File: config.mk
export PLATFORM = sky130hd
export DESIGN_NAME = ball_game_ctrl
export DESIGN_NICKNAME = d
export VERILOG_FILES = /design/src/rtl/ball_game_pkg.sv /design/src/rtl/bcd_score_counter.sv /design/src/rtl/ball_game_ctrl.sv
export SDC_FILE = /design/constraint.sdc
export NUM_CORES = 1
export LEC_CHECK = 0
export BUFFER_PORTS_ARGS = -buffer_cell sky130_fd_sc_hd__buf_4
export CELL_PAD_IN_SITES_DETAIL_PLACEMENT = 1
export CELL_PAD_IN_SITES_GLOBAL_PLACEMENT = 1
export CORE_MARGIN = 1
export CORE_UTILIZATION = 43
export CTS_BUF_LIST = sky130_fd_sc_hd__clkbuf_2 sky130_fd_sc_hd__clkbuf_4 sky130_fd_sc_hd__clkbuf_8
export DETAILED_ROUTE_END_ITERATION = 10
export HOLD_SLACK_MARGIN = 0.03
export PLACE_DENSITY = 0.91
export SLEW_MARGIN = 0
export SYNTH_ARGS = -nofsm -noshare
export SYNTH_HDL_FRONTEND = slang
export SYNTH_SLANG_ARGS = --single-unit
export TNS_END_PERCENT = 5
File: constraint.sdc
create_clock -name clk -period 4.1 [get_ports clk]
set_input_delay 0.41 -clock clk [delete_from_list [all_inputs] [get_ports clk]]
set_output_delay 0.41 -clock clk [all_outputs]
set_load 0.05 [all_outputs]
File: src/rtl/ball_game_pkg.sv
// ---------------------------------------------------------------------------
// ball_game_pkg
// Shared definitions for the ball-and-paddle game sequencer.
//   - state_t      : game FSM state encoding (3-bit, codes 0..4 legal)
//   - COORD_W      : screen coordinate width
//   - WALL_X_DEF   : default paddle-wall x threshold
//   - PADDLE_H_DEF : default paddle height in pixels
//   - paddle_hit() : inclusive paddle span test, evaluated one bit wider
// ---------------------------------------------------------------------------
package ball_game_pkg;

  localparam int COORD_W = 11;

  typedef logic [COORD_W-1:0] coord_t;

  localparam coord_t WALL_X_DEF   = 11'd30;
  localparam coord_t PADDLE_H_DEF = 11'd64;

  typedef enum logic [2:0] {
    ST_IDLE  = 3'd0,
    ST_SERVE = 3'd1,
    ST_PLAY  = 3'd2,
    ST_MISS  = 3'd3,
    ST_OVER  = 3'd4
  } state_t;

  // The paddle bottom is formed one bit wider than a coordinate so a paddle
  // near the bottom of the coordinate range never wraps round to the top.
  function automatic logic paddle_hit(coord_t ball_y, coord_t paddle_y,
                                      coord_t paddle_h);
    logic [COORD_W:0] bottom;
    bottom = {1'b0, paddle_y} + {1'b0, paddle_h};
    return (ball_y >= paddle_y) && ({1'b0, ball_y} <= bottom);
  endfunction

endpackage

File: src/rtl/bcd_score_counter.sv
// ---------------------------------------------------------------------------
// bcd_score_counter
// Two-digit BCD score, 00..99, wrapping from 99 to 00.
//   clk  : system clock
//   rst  : asynchronous active-high reset (score 00)
//   clr  : synchronous clear to 00, takes priority over inc
//   inc  : add one to the score
//   tens : tens digit, BCD
//   ones : ones digit, BCD
// ---------------------------------------------------------------------------
module bcd_score_counter (
  input  logic       clk,
  input  logic       rst,
  input  logic       clr,
  input  logic       inc,
  output logic [3:0] tens,
  output logic [3:0] ones
);

  // Ones digit rolls 9->0 and carries into tens; tens rolls 9->0 and the
  // carry out of the top digit is dropped, giving the 99 -> 00 wrap.
  always_ff @(posedge clk or posedge rst) begin
    if (rst) begin
      tens <= 4'd0;
      ones <= 4'd0;
    end else if (clr) begin
      tens <= 4'd0;
      ones <= 4'd0;
    end else if (inc) begin
      if (ones == 4'd9) begin
        ones <= 4'd0;
        tens <= (tens == 4'd9) ? 4'd0 : tens + 4'd1;
      end else begin
        ones <= ones + 4'd1;
      end
    end
  end

endmodule

File: src/rtl/ball_game_ctrl.sv
// ---------------------------------------------------------------------------
// ball_game_ctrl
// Game sequencer: serves, plays, pauses after misses and ends the game,
// scoring paddle hits and counting lives.
//   clk, rst          : clock, asynchronous active-high reset
//   start             : start button level (rising edge used)
//   frame_tick        : one-cycle pulse per video frame
//   ball_x, ball_y    : ball engine position
//   paddle_y          : paddle top edge
//   ball_en           : ball engine motion enable
//   ball_clr          : one-cycle ball re-initialise pulse
//   score_tens/ones   : BCD score
//   lives             : remaining lives
//   game_over         : high while in OVER
//   state             : current FSM state code
// ---------------------------------------------------------------------------
module ball_game_ctrl
  import ball_game_pkg::*;
#(
  parameter logic [10:0] WALL_X       = WALL_X_DEF,
  parameter logic [10:0] PADDLE_H     = PADDLE_H_DEF,
  parameter logic [1:0]  LIVES        = 2'd3,
  parameter logic [7:0]  SERVE_FRAMES = 8'd60,
  parameter logic [7:0]  MISS_FRAMES  = 8'd30
) (
  input  logic        clk,
  input  logic        rst,
  input  logic        start,
  input  logic        frame_tick,
  input  logic [10:0] ball_x,
  input  logic [10:0] ball_y,
  input  logic [10:0] paddle_y,
  output logic        ball_en,
  output logic        ball_clr,
  output logic [3:0]  score_tens,
  output logic [3:0]  score_ones,
  output logic [1:0]  lives,
  output logic        game_over,
  output logic [2:0]  state
);

  state_t     state_q, state_d;
  logic       start_q, at_wall_q;
  logic [7:0] frame_cnt;
  logic [1:0] lives_q, lives_d;
  logic       ball_en_q, ball_clr_q, game_over_q;
  logic       ball_en_d, ball_clr_d, game_over_d;
  logic       start_rise, at_wall, wall_evt, hit;
  logic       frame_done, new_game, score_inc, miss_evt;

  assign start_rise = start & ~start_q;
  assign at_wall    = (ball_x <= WALL_X);
  assign wall_evt   = at_wall & ~at_wall_q;
  assign hit        = paddle_hit(ball_y, paddle_y, PADDLE_H);
  assign new_game   = start_rise & ((state_q == ST_IDLE) | (state_q == ST_OVER));
  assign score_inc  = (state_q == ST_PLAY) & wall_evt & hit;
  assign miss_evt   = (state_q == ST_PLAY) & wall_evt & ~hit;

  // The tick that brings the count up to the target length is the one that
  // ends the wait, so compare against target-1 before the increment lands.
  always_comb begin
    frame_done = 1'b0;
    if (frame_tick) begin
      if (state_q == ST_SERVE)
        frame_done = (frame_cnt == SERVE_FRAMES - 8'd1);
      else if (state_q == ST_MISS)
        frame_done = (frame_cnt == MISS_FRAMES - 8'd1);
    end
  end

  // State and all outputs are registered; the frame counter restarts on
  // every state change so a tick in the entry cycle is never counted, and
  // the edge detectors sample every cycle regardless of state. Reset leaves
  // start_q/at_wall_q high so a held button or a ball parked at the wall
  // cannot fire a spurious edge.
  always_ff @(posedge clk or posedge rst) begin
    if (rst) begin
      state_q     <= ST_IDLE;
      start_q     <= 1'b1;
      at_wall_q   <= 1'b1;
      frame_cnt   <= 8'd0;
      lives_q     <= LIVES;
      ball_en_q   <= 1'b0;
      ball_clr_q  <= 1'b0;
      game_over_q <= 1'b0;
    end else begin
      state_q     <= state_d;
      start_q     <= start;
      at_wall_q   <= at_wall;
      lives_q     <= lives_d;
      ball_en_q   <= ball_en_d;
      ball_clr_q  <= ball_clr_d;
      game_over_q <= game_over_d;
      if (state_d != state_q)
        frame_cnt <= 8'd0;
      else if (frame_tick && (state_q == ST_SERVE || state_q == ST_MISS))
        frame_cnt <= frame_cnt + 8'd1;
    end
  end

  // Next-state logic; unused codes fall back to IDLE.
  always_comb begin
    state_d = state_q;
    case (state_q)
      ST_IDLE:  if (start_rise) state_d = ST_SERVE;
      ST_SERVE: if (frame_done) state_d = ST_PLAY;
      ST_PLAY:  if (miss_evt)   state_d = ST_MISS;
      ST_MISS:  if (frame_done) state_d = (lives_q == 2'd0) ? ST_OVER : ST_SERVE;
      ST_OVER:  if (start_rise) state_d = ST_SERVE;
      default:  state_d = ST_IDLE;
    endcase
  end

  // Output values for the coming cycle, derived from the state being
  // entered; ball_clr fires only on the edge that moves into SERVE.
  always_comb begin
    ball_en_d   = (state_d == ST_PLAY);
    game_over_d = (state_d == ST_OVER);
    ball_clr_d  = (state_d == ST_SERVE) && (state_q != ST_SERVE);
    lives_d     = lives_q;
    if (new_game)
      lives_d = LIVES;
    else if (miss_evt)
      lives_d = lives_q - 2'd1;
  end

  bcd_score_counter u_score (
    .clk  (clk),
    .rst  (rst),
    .clr  (new_game),
    .inc  (score_inc),
    .tens (score_tens),
    .ones (score_ones)
  );

  assign ball_en   = ball_en_q;
  assign ball_clr  = ball_clr_q;
  assign lives     = lives_q;
  assign game_over = game_over_q;
  assign state     = state_q;

endmodule
==> out/qor.csv <==
metric,value,unit
htreeDepth,1,
die_w,67.9,um
r2r_end,frame_cnt[4]$_DFFE_PP0P_,
track_usage,0.222,
yosysUniqueCellTypes,48,
path_clk_slew,80,ps
ys.flop_type,dfrtp_1,
yosys_register_bits,26,
min-delay-path-class,primary input to flip-flop,
irDropWorstVdd,0.229,mV
grt_busiest_layer,met2,
dieArea,4610,sq um
rsz0062_at_grt,no,
finalSetupViolations,0,
setup_tns,0,ps
seq_area_frac_synth,0.351,
clkPwrFrac,0.241,
worstReg2RegStart,state[0]$_DFF_PP0_,
insertion_delay,270,ps
wl_per_cell,15.0,um
finalInstanceArea,2360,sq um
crit_path_start,paddle_y[6],
cp-end-kind,flip-flop,
initial_core_util,0.457,
antenna_found_initial,0,
ant_nets,0,
finalCritPeriodShare,0.682,
yosysTopAreaCell,dfrtp_1,
cp_max_fo,7,
drc,0,
swShare,0.326,
crit_arrival,2930,ps
cts_resized,0,
async_flop_share,1.00,
mostFrequentLayoutCell,buf_4,
syn-num-nets,265,
wl,4.66,mm
viasPerCell,5.48,
placed_area,2300,sq um
maxCapViolCount,0,
drt_iter0_markers,45,
syn-cell-area,1870,sq um
io_buffers,52,
cp-start-kind,primary input,
p_sw,0.000223,W
vias,1698,
yosysWarnings,0,
dr.pass1.iters,4,
crit_required,4230,ps
p_comb_frac,0.299,
final_cell_mix,"52 x buf_4, 22 x nor2_1, 22 x dfrtp_1, 21 x inv_1, 20 x ha_1",
skew,8.72,ps
hold_viol,0,
clockBufferDepth,2,
grt_max_degree,27,
numCtsBuffers,3,
synthCells,208,
syn_avg_cell_area,8.98,sq um
placedCellCount,306,
cts_tree,done,
hold-path-cell-count,1,
ctsHoldBuffers,0,
grt_pass1_vias,1793,
postCtsSetupBuffers,0,
worst_slew_pin_slew,1020,ps
fillCellCount,502,
power_density,290,nW/um^2
final_cells,310,
p_leak,1.22,nW
gp_congestion,0.776,
maxSlewViolCount,0,
drive_above_1_share,0.246,
whs_endpoint,start_q$_DFF_PP1_,
use_met2,0.418,
pwr-share-seq,0.460,
globalRouteOverflowTotal,0,
rows,23,
p_int,0.000461,W
dp_hpwl,3.76,mm
nets,318,
diodes,0,
synth.top_cell.area_share,0.295,
final_core_util,0.577,
hold_start,start,
cts.sinks,26,
io_pins,53,
gr-usage-met3,0.0383,
r2r_slack,1800,ps
fmax,358,MHz
synth-edff-count,0,
use_met1,0.265,
syn_to_final_growth,26.3,%
slew_headroom,0.317,
grt_first_pass_wirelength,7.80,mm
ff2ff_path_depth,7,
status,finished clean,
die_h,67.9,um
cts-root-buf,clkbuf_8,
fin_crit,2800,ps
critPathKind,primary input to flip-flop,
core,4090,sq um
ys_top_cells_by_area,"dfrtp_1 29%, ha_1 13%, dfstp_2 5.6%",
## cell type report
type	count	area, sq um	area share
Timing Repair Buffer	52	390	0.166
Multi-Input combinational cell	157	1120	0.473
Clock buffer	4	55.1	0.0233
Sequential cell	26	656	0.278
Tap cell	50	62.6	0.0265
Inverter	21	78.8	0.0334
## worst max-delay path, stage by stage
cell      delay, ps
buf_4           110
ha_1            190
nand3_1         120
xnor2_1         150
ha_1            330
nand3_2         120
nor4b_1         310
o211a_1         220
nand2b_4        140
o21ai_1         170
a21oi_1         540
nor2_1          120
## how the worst max path moves through the flow
stage	to	slack, ps	cells past startpoint
finish	frame_cnt[4]$_DFFE_PP0P_	1300	12
global route	frame_cnt[4]$_DFFE_PP0P_	1080	12
CTS	frame_cnt[4]$_DFFE_PP0P_	1290	12
detailed placement	frame_cnt[4]$_DFFE_PP0P_	1020	12
global placement	u_score.tens[1]$_DFFE_PP0P_	1180	12
floorplan	u_score.tens[1]$_DFFE_PP0P_	1360	12
## metrics by stage
step	setup WS (ps)	power [W]	hold slack [ps]
after floorplan	1360	0.000445	414
after global placement	1180	0.000510	514
after detailed placement	1020	0.000522	527
after CTS	1290	0.000688	252
after global routing	1080	0.000725	246
final	1300	0.000684	257
## cell usage after synthesis, types with 2 or more instances
cell type   n
inv_1      21
nor3_1      3
o21ai_0     6
mux2i_1     3
o211ai_1    6
clkbuf_1    2
nand3_1    12
xnor2_1     6
nand2_1    12
o31ai_1     2
nand2b_1    3
a21o_1      3
nor2b_1     5
xor2_1      9
or3_1       3
a21oi_1     7
ha_1       20
nor2_1     22
o211a_1     2
dfrtp_1    22
nand4_1     6
dfstp_2     4
nand4b_1    2
and3_1      2
buf_2       2
## metal layers
layer / share of wire / wire [um] / vias to the layer above
li1: - / - / 834
met1: 0.45 / 2070 / 823
met2: 0.51 / 2390 / 37
met3: 0.032 / 148 / 4
met4: 0.0090 / 42 / 0
met5: 0 / 0 / -
## power by group through the flow
stage	Sequential [W]	Clock, W	Combinational [W]
2_1_floorplan	0.000331	0	0.000114
3_3_place_gp	0.000316	0	0.000194
3_5_place_dp	0.000318	0	0.000204
4_1_cts	0.000313	0.000168	0.000206
5_1_grt	0.000318	0.000176	0.000231
6_report	0.000315	0.000165	0.000205
## kinds of logic (layout without fill, tap and decap cells)
kind of cell / after synthesis / after routing / share of synthesized area
simple gates: 85 / 85 / 0.254
xor+xnor: 15 / 15 / 0.0703
buf+inv: 25 / 77 / 0.0516
compound gates: 34 / 34 / 0.123
flops: 26 / 26 / 0.351
fa+ha+maj: 20 / 20 / 0.134
mux: 3 / 3 / 0.0161
## registers in the layout, summed over array words and instances (netlist names), 2 cells and up
name / cells
frame_cnt: 8
u_score.ones: 4
u_score.tens: 4
state: 3
lives: 2
Note: power is estimated with default switching activity, not from simulation.
